## src/rtl/lcd_nibble_tx.sv

```systemverilog
// Character-LCD 4-bit write stage: sends a latched {RS,RW,D[7:0]} word as two
// E-framed nibbles, then holds busy through the command execution wait.
module lcd_nibble_tx #(
  parameter int T_SU  = 2,
  parameter int T_EW  = 12,
  parameter int T_H   = 1,
  parameter int T_GAP = 50,
  parameter int T_CMD = 2000,
  parameter int CNT_W = 12
) (
  input  logic       clk,
  input  logic       reset,
  input  logic       i_start,
  input  logic [9:0] i_instr,
  output logic       o_busy,
  output logic       o_done,
  output logic       o_lcd_e,
  output logic       o_lcd_rs,
  output logic       o_lcd_rw,
  output logic [3:0] o_lcd_db
);

  typedef enum logic [3:0] {
    S_IDLE, S_HI_SU, S_HI_E, S_HI_H, S_GAP,
    S_LO_SU, S_LO_E, S_LO_H, S_WAIT
  } state_t;

  localparam logic [CNT_W-1:0] C_SU  = CNT_W'(T_SU - 1);
  localparam logic [CNT_W-1:0] C_EW  = CNT_W'(T_EW - 1);
  localparam logic [CNT_W-1:0] C_H   = CNT_W'(T_H - 1);
  localparam logic [CNT_W-1:0] C_GAP = CNT_W'(T_GAP - 1);
  localparam logic [CNT_W-1:0] C_CMD = CNT_W'(T_CMD - 1);

  state_t           r_state;
  state_t           w_next;
  logic [CNT_W-1:0] r_cnt;
  logic [CNT_W-1:0] w_last_cnt;
  logic             w_last;
  logic [9:0]       r_instr;
  logic [9:0]       w_instr;
  logic             w_hi_phase;
  logic             w_busy;
  logic             w_done;
  logic             w_e;
  logic             w_rs;
  logic             w_rw;
  logic [3:0]       w_db;

  // NOTE: every always_comb output gets a default first so no path leaves a
  // signal unassigned, which would otherwise infer a latch.
  always_comb begin
    w_last_cnt = '0;
    case (r_state)
      S_HI_SU, S_LO_SU: w_last_cnt = C_SU;
      S_HI_E,  S_LO_E:  w_last_cnt = C_EW;
      S_HI_H,  S_LO_H:  w_last_cnt = C_H;
      S_GAP:            w_last_cnt = C_GAP;
      S_WAIT:           w_last_cnt = C_CMD;
      default:          w_last_cnt = '0;
    endcase
    w_last = (r_cnt == w_last_cnt);
  end

  always_comb begin
    w_next  = r_state;
    w_instr = r_instr;
    case (r_state)
      S_IDLE: begin
        if (i_start) begin
          w_next  = S_HI_SU;
          w_instr = i_instr;
        end
      end
      S_HI_SU: if (w_last) w_next = S_HI_E;
      S_HI_E:  if (w_last) w_next = S_HI_H;
      S_HI_H:  if (w_last) w_next = S_GAP;
      S_GAP:   if (w_last) w_next = S_LO_SU;
      S_LO_SU: if (w_last) w_next = S_LO_E;
      S_LO_E:  if (w_last) w_next = S_LO_H;
      S_LO_H:  if (w_last) w_next = S_WAIT;
      S_WAIT:  if (w_last) w_next = S_IDLE;
      default: w_next = S_IDLE;
    endcase
  end

  // Outputs are decoded from the next state and registered on the same edge,
  // so the pins change exactly at state boundaries with no input-to-pin path.
  always_comb begin
    w_hi_phase = (w_next == S_HI_SU) || (w_next == S_HI_E) ||
                 (w_next == S_HI_H)  || (w_next == S_GAP);
    w_busy     = (w_next != S_IDLE);
    w_done     = (r_state == S_WAIT) && w_last;
    w_e        = (w_next == S_HI_E) || (w_next == S_LO_E);
    w_rs       = w_busy & w_instr[9];
    w_rw       = w_busy & w_instr[8];
    w_db       = '0;
    if (w_busy) w_db = w_hi_phase ? w_instr[7:4] : w_instr[3:0];
  end

  // NOTE: sequential state uses non-blocking assignments so every register
  // samples pre-edge values regardless of statement order.
  // NOTE: the instruction latch is reset too; it is only a 10-bit register,
  // so a known value after reset costs nothing.
  always_ff @(posedge clk or posedge reset) begin
    if (reset) begin
      r_state  <= S_IDLE;
      r_cnt    <= '0;
      r_instr  <= '0;
      o_busy   <= 1'b0;
      o_done   <= 1'b0;
      o_lcd_e  <= 1'b0;
      o_lcd_rs <= 1'b0;
      o_lcd_rw <= 1'b0;
      o_lcd_db <= '0;
    end else begin
      r_state  <= w_next;
      r_cnt    <= ((w_next != r_state) || (r_state == S_IDLE)) ? '0 : r_cnt + 1'b1;
      r_instr  <= w_instr;
      o_busy   <= w_busy;
      o_done   <= w_done;
      o_lcd_e  <= w_e;
      o_lcd_rs <= w_rs;
      o_lcd_rw <= w_rw;
      o_lcd_db <= w_db;
    end
  end

endmodule
```

## config.mk

```make
export PLATFORM = sky130hd
export DESIGN_NAME = lcd_nibble_tx
export DESIGN_NICKNAME = d
export VERILOG_FILES = /design/src/rtl/lcd_nibble_tx.sv
export SDC_FILE = /design/constraint.sdc
export NUM_CORES = 1
export LEC_CHECK = 0
export ABC_AREA = 1
export ABC_CLOCK_PERIOD_IN_PS = 4050
export BUFFER_PORTS_ARGS = -buffer_cell sky130_fd_sc_hd__buf_4
export CORE_MARGIN = 1.5
export CORE_UTILIZATION = 45
export CTS_CLUSTER_SIZE = 10
export DETAILED_ROUTE_END_ITERATION = 10
export PLACE_DENSITY = 0.67
export SLEW_MARGIN = 30
export SYNTH_ARGS = -nofsm -noshare
export SYNTH_HDL_FRONTEND = slang
export SYNTH_SLANG_ARGS = --single-unit
```

## constraint.sdc

```tcl
create_clock -name clk -period 4.05 [get_ports clk]
set_input_delay 0.6075 -clock clk [delete_from_list [all_inputs] [get_ports clk]]
set_output_delay 0.6075 -clock clk [all_outputs]
set_load 0.05 [all_outputs]
```

# Word-level counts from Yosys, hierarchy flattened
# Memories as Yosys holds them, arrays and structs flattened.
# Index checks and enable logic that the tools add are counted.
# op_classes
eq_ne	15
addsub	1
muxes	15
n_reduce_logical	8
bitwise	2
# ops
cell	n
$mux 4	11
$pmux 4 s9	1
$eq 4x3->1 const B	6
$mux 10	2
$eq 4x2->1 const B	4
$add 12x1->12 const B	1
$eq 12x12->1	1
$mux 12	1
$eq 4x1->1 const B	2
$logic_or 1x1->1	5
$eq 4x4->1 const B	1
$logic_not 4->1	1
$ne 4x4->1	1
$reduce_bool 4->1	1
$and 1x1->1	2
$logic_and 1x1->1	1
# word_totals
elab_cells	51
inputBits	13
memories	1
ff_bits	35
rom_bits	176
# memory_table
memory	words	width	read_ports	rd_ports_with_merged_regs	wr	line	rtl
(name not given)	16	11	1	0	0	53	case (r_state)

# Logic depth before layout (Yosys ltp)
# Gate-level depths: netlist of run 1.
# An unclocked memory read counts as a cell.
# logic_depth
depth_word	10
mapped_depth	19
depth_no_buf	18

# Worst setup path before layout of run 1
# Ideal clock, no wire load.
# synth_timing
path_type	reg2reg
from	register r_state[0]
to	register r_cnt[5]
path_slack_ns	1.820
path_stages_with_launch	19
path_buffers	2
setup_time_ns	0.069
arrival_time_ns	2.161
path_cell_list	dfrtp_1 -> inv_1 -> ha_1 -> nand3_2 -> buf_6 -> nand2_1 -> nand2_1 -> nor2_2 -> nand2_2 -> nor2_4 -> nand2_4 -> nand2_1 -> nand2_1 -> nand2_1 -> nand2_2 -> xor2_1 -> nand3_2 -> buf_6 -> nor2_2
# synth_via
elab_chain_cells	7
# synth_lines
item	line	rtl
start: declaration	34	state_t r_state;
start signal: assignment	116	r_state <= w_next;
$mem_v2 16x11	--	
$eq 12x12->1	61	w_last = (r_cnt == w_last_cnt);
$mux 4, or another cell as far along	81	S_WAIT: if (w_last) w_next = S_IDLE;
$pmux 4 s9 *	67	case (r_state)
via w_next[0]	35	state_t w_next;
$ne 4x4->1 *	117	r_cnt <= ((w_next != r_state) || (r_state == S_IDLE)) ? '0 : r_cnt + 1'b1;
$logic_or 1x1->1 *	117	
$mux 12 *	117	
end signal: assignment	117	
end: declaration	36	logic [CNT_W-1:0] r_cnt;
# The timed path passes the listed nets; every way through them passes the cells marked *.

# Worst setup path after layout of run 1
# layout_timing
from	register r_state[1]
to	register r_cnt[11]
# Same word-level chain as after synthesis.

==> reports/results.tsv, run 1 <==
metric	value	unit
Worst Max-Slew Pin Slew	504.8	ps
Setup WS post-layout	1259	ps
FF-to-FF path depth	14	
crit-path cells	inv_1 -> ha_1 -> nand3_2 -> nand2_1 -> nor2_1 -> nor3_4 -> nand2_4 -> nand2_1 -> nand2_1 -> nand2_1 -> nand2_2 -> xor2_1 -> nand3_2 -> nor2_1	
Final Slew Violations	0	
status	finished clean	
Int Power	0.4982	mW
via count	1549	
skew final	9.033	ps
power density cells	288.8	nW/um^2
gpl congestion	0.8846	
CTS buffer count	5	
pin count of the biggest net entering global routing	35	
Hold WC Path Type	input pin to asynchronous set/reset pin	
# Max-Cap Violations	0	
VDD IR max	0.2426	mV
# hold bufs at CTS	0	
post-synthesis sequential area ratio	0.4428	
reg2reg start	r_state[1]$_DFF_PP0_	
DP Wirelength	2.839	mm
Fin. Hold Viols	0	
pre-CTS setup slack	1287	ps
post-synthesis average cell area	7.788	um^2
drt drc	0	
synthesized cell area	1978	um^2
Max Clock Freq	0.3583	GHz
Die Area	4802	um^2
DR iter-0 viols	107	
drt total wl	3.701	mm
Pre-antenna DRT Iters	4	
r2r endpoint	r_cnt[11]$_DFF_PP0_	
IO buf count	21	
remaining global-route overflow	0	
post-synth net total	272	
leakage power total	1.208	nW
Final ANT Viol Nets	0	
share of cells above drive strength 1	0.2349	
Sw Share	0.2382	
die height	69.30	um
CTS tree	yes	
min Tclk post-route	2791	ps
Critical-path top delay cell	dfrtp_1	
switching power	0.1558	mW
DR WL/cell	11.18	um
max_slew headroom	0.6592	
via-per-instance ratio	4.680	
Seq cells post-synth	35	
Crit Path Max Fanout	12	
clock share of power	0.371	
FP Rows	23	
CP Capture Type	flop	
TritonCTS Sinks	35	
first-pass GRT wire length	6.382	mm
library cells used by synthesis	27	
setup_tns	0	ps
clk slew on worst S/H paths	70	ps
vias in the first global route	1439	
Req. time, crit path	4260	ps
Critical Path AT	3000	ps
sequential share of power	0.553	
worst reg2reg setup slack	1260	ps
CP Class	flop to flop	
Die Width	69.30	um
final setup vio count	0	
clk buf depth	2	
commonest non-fill, non-tap cells in the layout	57 x nand2_1, 35 x inv_1, 35 x dfrtp_1	
layout net count	298	
Total GRT Usage	0.1665	
Post-Syn Instances	254	
initial antenna violation count	0	
Starting Density	0.4807	
Tcrit/Tclk final	0.6891	
crit path launch type	flop	
clk_lat worst skew	290	ps
Area growth syn-to-layout	14.48	%
core area	4115	um^2
most used cell, CP	nand2_1	
postcts setup bufs	0	
Comb pwr share	0.076	
H-tree lvl count	2	
Ys Warns	0	
cts repair resizes	0	
io pins	22	
Filler Cells Inserted	413	
antenna cell count	0	
commonest non-fill, non-tap cell in the layout	nand2_1	
slowest cell delay on critical path	420	ps
root buf cell	clkbuf_8	
RSZ-0062 raised after global routing	false	
## kinds of logic (layout without fill, tap and decap cells)
group                      Yosys count  in the layout  share of synthesized area
AOI/OAI and AO/OA                   19             19                    0.05123
xor gates and xnor gates             9              9                    0.03985
adders and majority gates            5              5                    0.03163
buffers and inverters               45             72                    0.09488
DFF                                 35             35                     0.4428
and+or+nand+nor                    141            141                     0.3397
## synth_stat cells
| cell | n | area [um^2] |
|---|---|---|
| a21oi_1 | 3 | 15.01 |
| a31oi_1 | 2 | 12.51 |
| buf_4 | 1 | 7.510 |
| buf_6 | 2 | 22.52 |
| clkbuf_1 | 1 | 3.750 |
| clkinv_1 | 1 | 3.750 |
| dfrtp_1 | 35 | 875.8 |
| ha_1 | 5 | 62.56 |
| inv_1 | 35 | 131.4 |
| inv_2 | 5 | 18.77 |
| nand2_1 | 57 | 214.0 |
| nand2_2 | 6 | 37.54 |
| nand2_4 | 1 | 11.26 |
| nand3_1 | 15 | 75.07 |
| nand3_2 | 5 | 50.05 |
| nor2_1 | 33 | 123.9 |
| nor2_2 | 11 | 68.82 |
| nor2_4 | 1 | 11.26 |
| nor3_1 | 4 | 20.02 |
| nor3_4 | 1 | 16.27 |
| o21ai_0 | 11 | 55.05 |
| o21ai_1 | 2 | 10.01 |
| o311ai_0 | 1 | 8.760 |
| or2_2 | 6 | 37.54 |
| or3_1 | 1 | 6.260 |
| xnor2_1 | 2 | 17.52 |
| xor2_1 | 7 | 61.31 |
## power groups by stage
stage | Sequential [mW] | Clock (mW) | Combinational [mW]
2_1_floorplan | 0.381 | 0 | 0.0172
5_1_grt | 0.362 | 0.260 | 0.0549
3_5_place_dp | 0.368 | 0 | 0.0507
3_3_place_gp | 0.368 | 0 | 0.0504
6_report | 0.361 | 0.243 | 0.0497
4_1_cts | 0.361 | 0.251 | 0.0509
## metal layers
layer	wire length [um]	track usage	vias up
met1	1848	0.2404	690
met2	1598	0.2425	28
li1	-	-	823
met5	0	0	-
met4	69	0.05882	0
met3	185	0.04215	8
## layout make-up
class                      count  area, um^2  area share
clock buffer                   6       72.57     0.03204
clock inverter                 2       12.51    0.005525
inverter                      41       153.9     0.06796
multi-input combinational    174       914.6      0.4039
sequential                    35       875.8      0.3867
tap                           50       62.56     0.02762
timing repair buffer          23       172.7     0.07624
## through the flow
stage | instance area, um^2 | hold slack [ps] | util | total power [mW] | instances
after CTS | 2265 | 153.0 | 0.5503 | 0.6629 | 331
after global routing | 2265 | 150.8 | 0.5503 | 0.6767 | 331
after floorplan | 1978 | 438.7 | - | 0.3985 | 254
after detailed placement | 2180 | 459.0 | 0.5296 | 0.4188 | 323
final | 2265 | 160.2 | 0.5503 | 0.6539 | 331
after global placement | 2180 | 455.7 | 0.5296 | 0.4181 | 323
## sequential cells by signal, summed over array words and instances, names as in the netlist
signal    flops
o_done        1
o_lcd_e       1
r_cnt        12
r_state       4
o_busy        1
o_lcd_rw      1
o_lcd_rs      1
o_lcd_db      4
r_instr      10
## critical path, delay by kind of cell, from the launching register on
family        cells  cell delay, ps
simple gates     11            1640
flops             1             420
fa+ha+maj         1             270
xor+xnor          1             210
buf+inv           1             150
## how the worst max path moves through the flow
stage,start,endpoint
2_1_floorplan,r_state[0]$_DFF_PP0_,r_cnt[5]$_DFF_PP0_
3_3_place_gp,r_state[1]$_DFF_PP0_,r_cnt[11]$_DFF_PP0_
3_5_place_dp,r_state[1]$_DFF_PP0_,r_cnt[0]$_DFF_PP0_
4_1_cts,r_state[1]$_DFF_PP0_,r_cnt[7]$_DFF_PP0_
5_1_grt,r_state[1]$_DFF_PP0_,r_cnt[7]$_DFF_PP0_
6_report,r_state[1]$_DFF_PP0_,r_cnt[11]$_DFF_PP0_
No activity file was read; power rests on OpenSTA's default activity.
==> run 2: changes to the inputs <==
--- a/config.mk
+++ b/config.mk
@@ -6,7 +6,7 @@
 export NUM_CORES = 1
 export LEC_CHECK = 0
 export ABC_AREA = 1
-export ABC_CLOCK_PERIOD_IN_PS = 4050
+export ABC_CLOCK_PERIOD_IN_PS = 2800
 export BUFFER_PORTS_ARGS = -buffer_cell sky130_fd_sc_hd__buf_4
 export CORE_MARGIN = 1.5
 export CORE_UTILIZATION = 45
==> constraint.sdc (replaced) <==
create_clock -name clk -period 2.8 [get_ports clk]
set_input_delay 0.42 -clock clk [delete_from_list [all_inputs] [get_ports clk]]
set_output_delay 0.42 -clock clk [all_outputs]
set_load 0.05 [all_outputs]
==> reports/results.tsv, run 2 (synthesis results as in run 1) <==
metric	value	unit
status	finished clean	
final setup vio count	0	
crit-path cells	inv_1 -> ha_2 -> nand3_4 -> nand2_1 -> nor2_1 -> nor3_4 -> nand2_4 -> nand2_2 -> nand3_2 -> xor2_1 -> nor2_2 -> nand3_4 -> nor2_2	
hold_ws	215.5	ps
CTS buffer count	5	
io pins	22	
initial antenna violation count	0	
DP Wirelength	2.833	mm
max FFs per register	12	
TritonCTS Sinks	35	
layout net count	300	
reg2reg start	r_state[1]$_DFF_PP0_	
die height	69.30	um
dpl cells	324	
FF-to-FF path depth	13	
share of cells above drive strength 1	0.2580	
Crit Path Max Fanout	11	
Worst Max-Slew Pin Slew	635.3	ps
core area	4115	um^2
max_slew headroom	0.5760	
commonest non-fill, non-tap cells in the layout	57 x nand2_1, 35 x dfrtp_1, 34 x inv_1	
antenna cell count	0	
clk slew on worst S/H paths	80	ps
drt drc	0	
Req. time, crit path	3010	ps
pin count of the biggest net entering global routing	18	
IO buf count	21	
CP Capture Type	flop	
worst reg2reg setup slack	210	ps
register name with the most flops	r_cnt	
Final Slew Violations	0	
Fin. Hold Viols	0	
via-per-instance ratio	4.745	
remaining global-route overflow	0	
Pre-antenna DRT Iters	4	
# Max-Cap Violations	0	
min Tclk post-route	2589	ps
clk buf depth	2	
vias in the first global route	1469	
H-tree lvl count	2	
CTS tree	yes	
Tcrit/Tclk final	0.9246	
commonest non-fill, non-tap cell in the layout	nand2_1	
r2r endpoint	r_cnt[1]$_DFF_PP0_	
drt total wl	3.909	mm
skew final	10.29	ps
leakage power total	1.261	nW
CP Class	flop to flop	
Core Util, Final	0.5792	
Worst Setup SP	r_state[1]$_DFF_PP0_	
via count	1580	
Starting Density	0.4807	
Die Width	69.30	um
Max Clock Freq	0.3863	GHz
Area growth syn-to-layout	20.49	%
slowest cell delay on critical path	420	ps
gpl congestion	0.8725	
Die Area	4802	um^2
Critical-path top delay cell	dfrtp_1	
Top Registers	r_cnt (12), r_instr (10)	
Final ANT Viol Nets	0	
DR WL/cell	11.74	um
setup_tns	0	ps
Filler Cells Inserted	365	
# hold bufs at CTS	0	
DR iter-0 viols	133	
Critical Path AT	2790	ps
final cell count without fillers	333	
VDD IR max	0.3812	mV
Total GRT Usage	0.1681	
FP Rows	23	
Hold WC Path Type	input pin to asynchronous set/reset pin	
power density cells	475.1	nW/um^2
clk_lat worst skew	280	ps
crit path launch type	flop	
root buf cell	clkbuf_8	
first-pass GRT wire length	6.555	mm
run 2: worst max-delay path: cells and delay by family (launching register included):
family / cells / cell delay, ps
adders and majority gates: 1 / 280
buffers and inverters: 1 / 190
DFF: 1 / 420
xor gates and xnor gates: 1 / 190
and+or+nand+nor: 10 / 1430
run 2: per-stage QoR:
| step | total power, mW | area [um^2] | setup slack (ps) |
|---|---|---|---|
| 2_1_floorplan | 0.5764 | 1978 | 570.0 |
| 3_3_place_gp | 0.6065 | 2187 | 105.0 |
| 3_5_place_dp | 0.6072 | 2187 | 62.34 |
| 4_1_cts | 1.145 | 2320 | 14.58 |
| 5_1_grt | 1.170 | 2384 | -21.67 |
| 6_report | 1.132 | 2384 | 211.1 |
run 2: timing repair:
| action | in CTS | in global routing |
|---|---|---|
| buffers inserted | 0 | 0 |
| endpoints found under the hold margin | 0 | 0 |
| resized for setup | 0 | 9 |
| setup endpoints to repair | 0 | 18 |
run 2: worst max path at each step:
| stage | endpoint | slack [ps] | cells past startpoint |
|---|---|---|---|
| 6_report | r_cnt[1]$_DFF_PP0_ | 210 | 13 |
| 5_1_grt | r_cnt[0]$_DFF_PP0_ | -20 | 13 |
| 3_3_place_gp | r_cnt[8]$_DFF_PP0_ | 100 | 14 |
| 3_5_place_dp | r_cnt[11]$_DFF_PP0_ | 60 | 14 |
| 2_1_floorplan | r_cnt[5]$_DFF_PP0_ | 570 | 18 |
| 4_1_cts | r_cnt[1]$_DFF_PP0_ | 10 | 14 |
run 2: final cells by class:
| cell class | instances | area [um^2] | share of cell area |
|---|---|---|---|
| well taps | 50 | 62.56 | 0.02625 |
| clock buffers | 6 | 72.57 | 0.03045 |
| clock inverters | 2 | 60.06 | 0.02520 |
| repair buffers | 24 | 180.2 | 0.07559 |
| flip-flops and latches | 35 | 875.8 | 0.3675 |
| inverters | 41 | 153.9 | 0.06457 |
| multi-input cells | 175 | 978.4 | 0.4105 |
run 2: power by group:
group / leakage, nW / switching, mW / internal, mW / total, mW
clock: 0.0654 / 0.180 / 0.356 / 0.536
combinational: 0.751 / 0.0450 / 0.0287 / 0.0737
sequential: 0.444 / 0.00351 / 0.519 / 0.522
run 2: metal layers:
metal  vias to the layer above  track usage  part of all wire
met3                         4      0.04797             0.049
met4                         0      0.04793             0.011
met5                         -            0                 0
li1                        837            -                 -
met2                        25       0.2564              0.46
met1                       714       0.2336              0.48
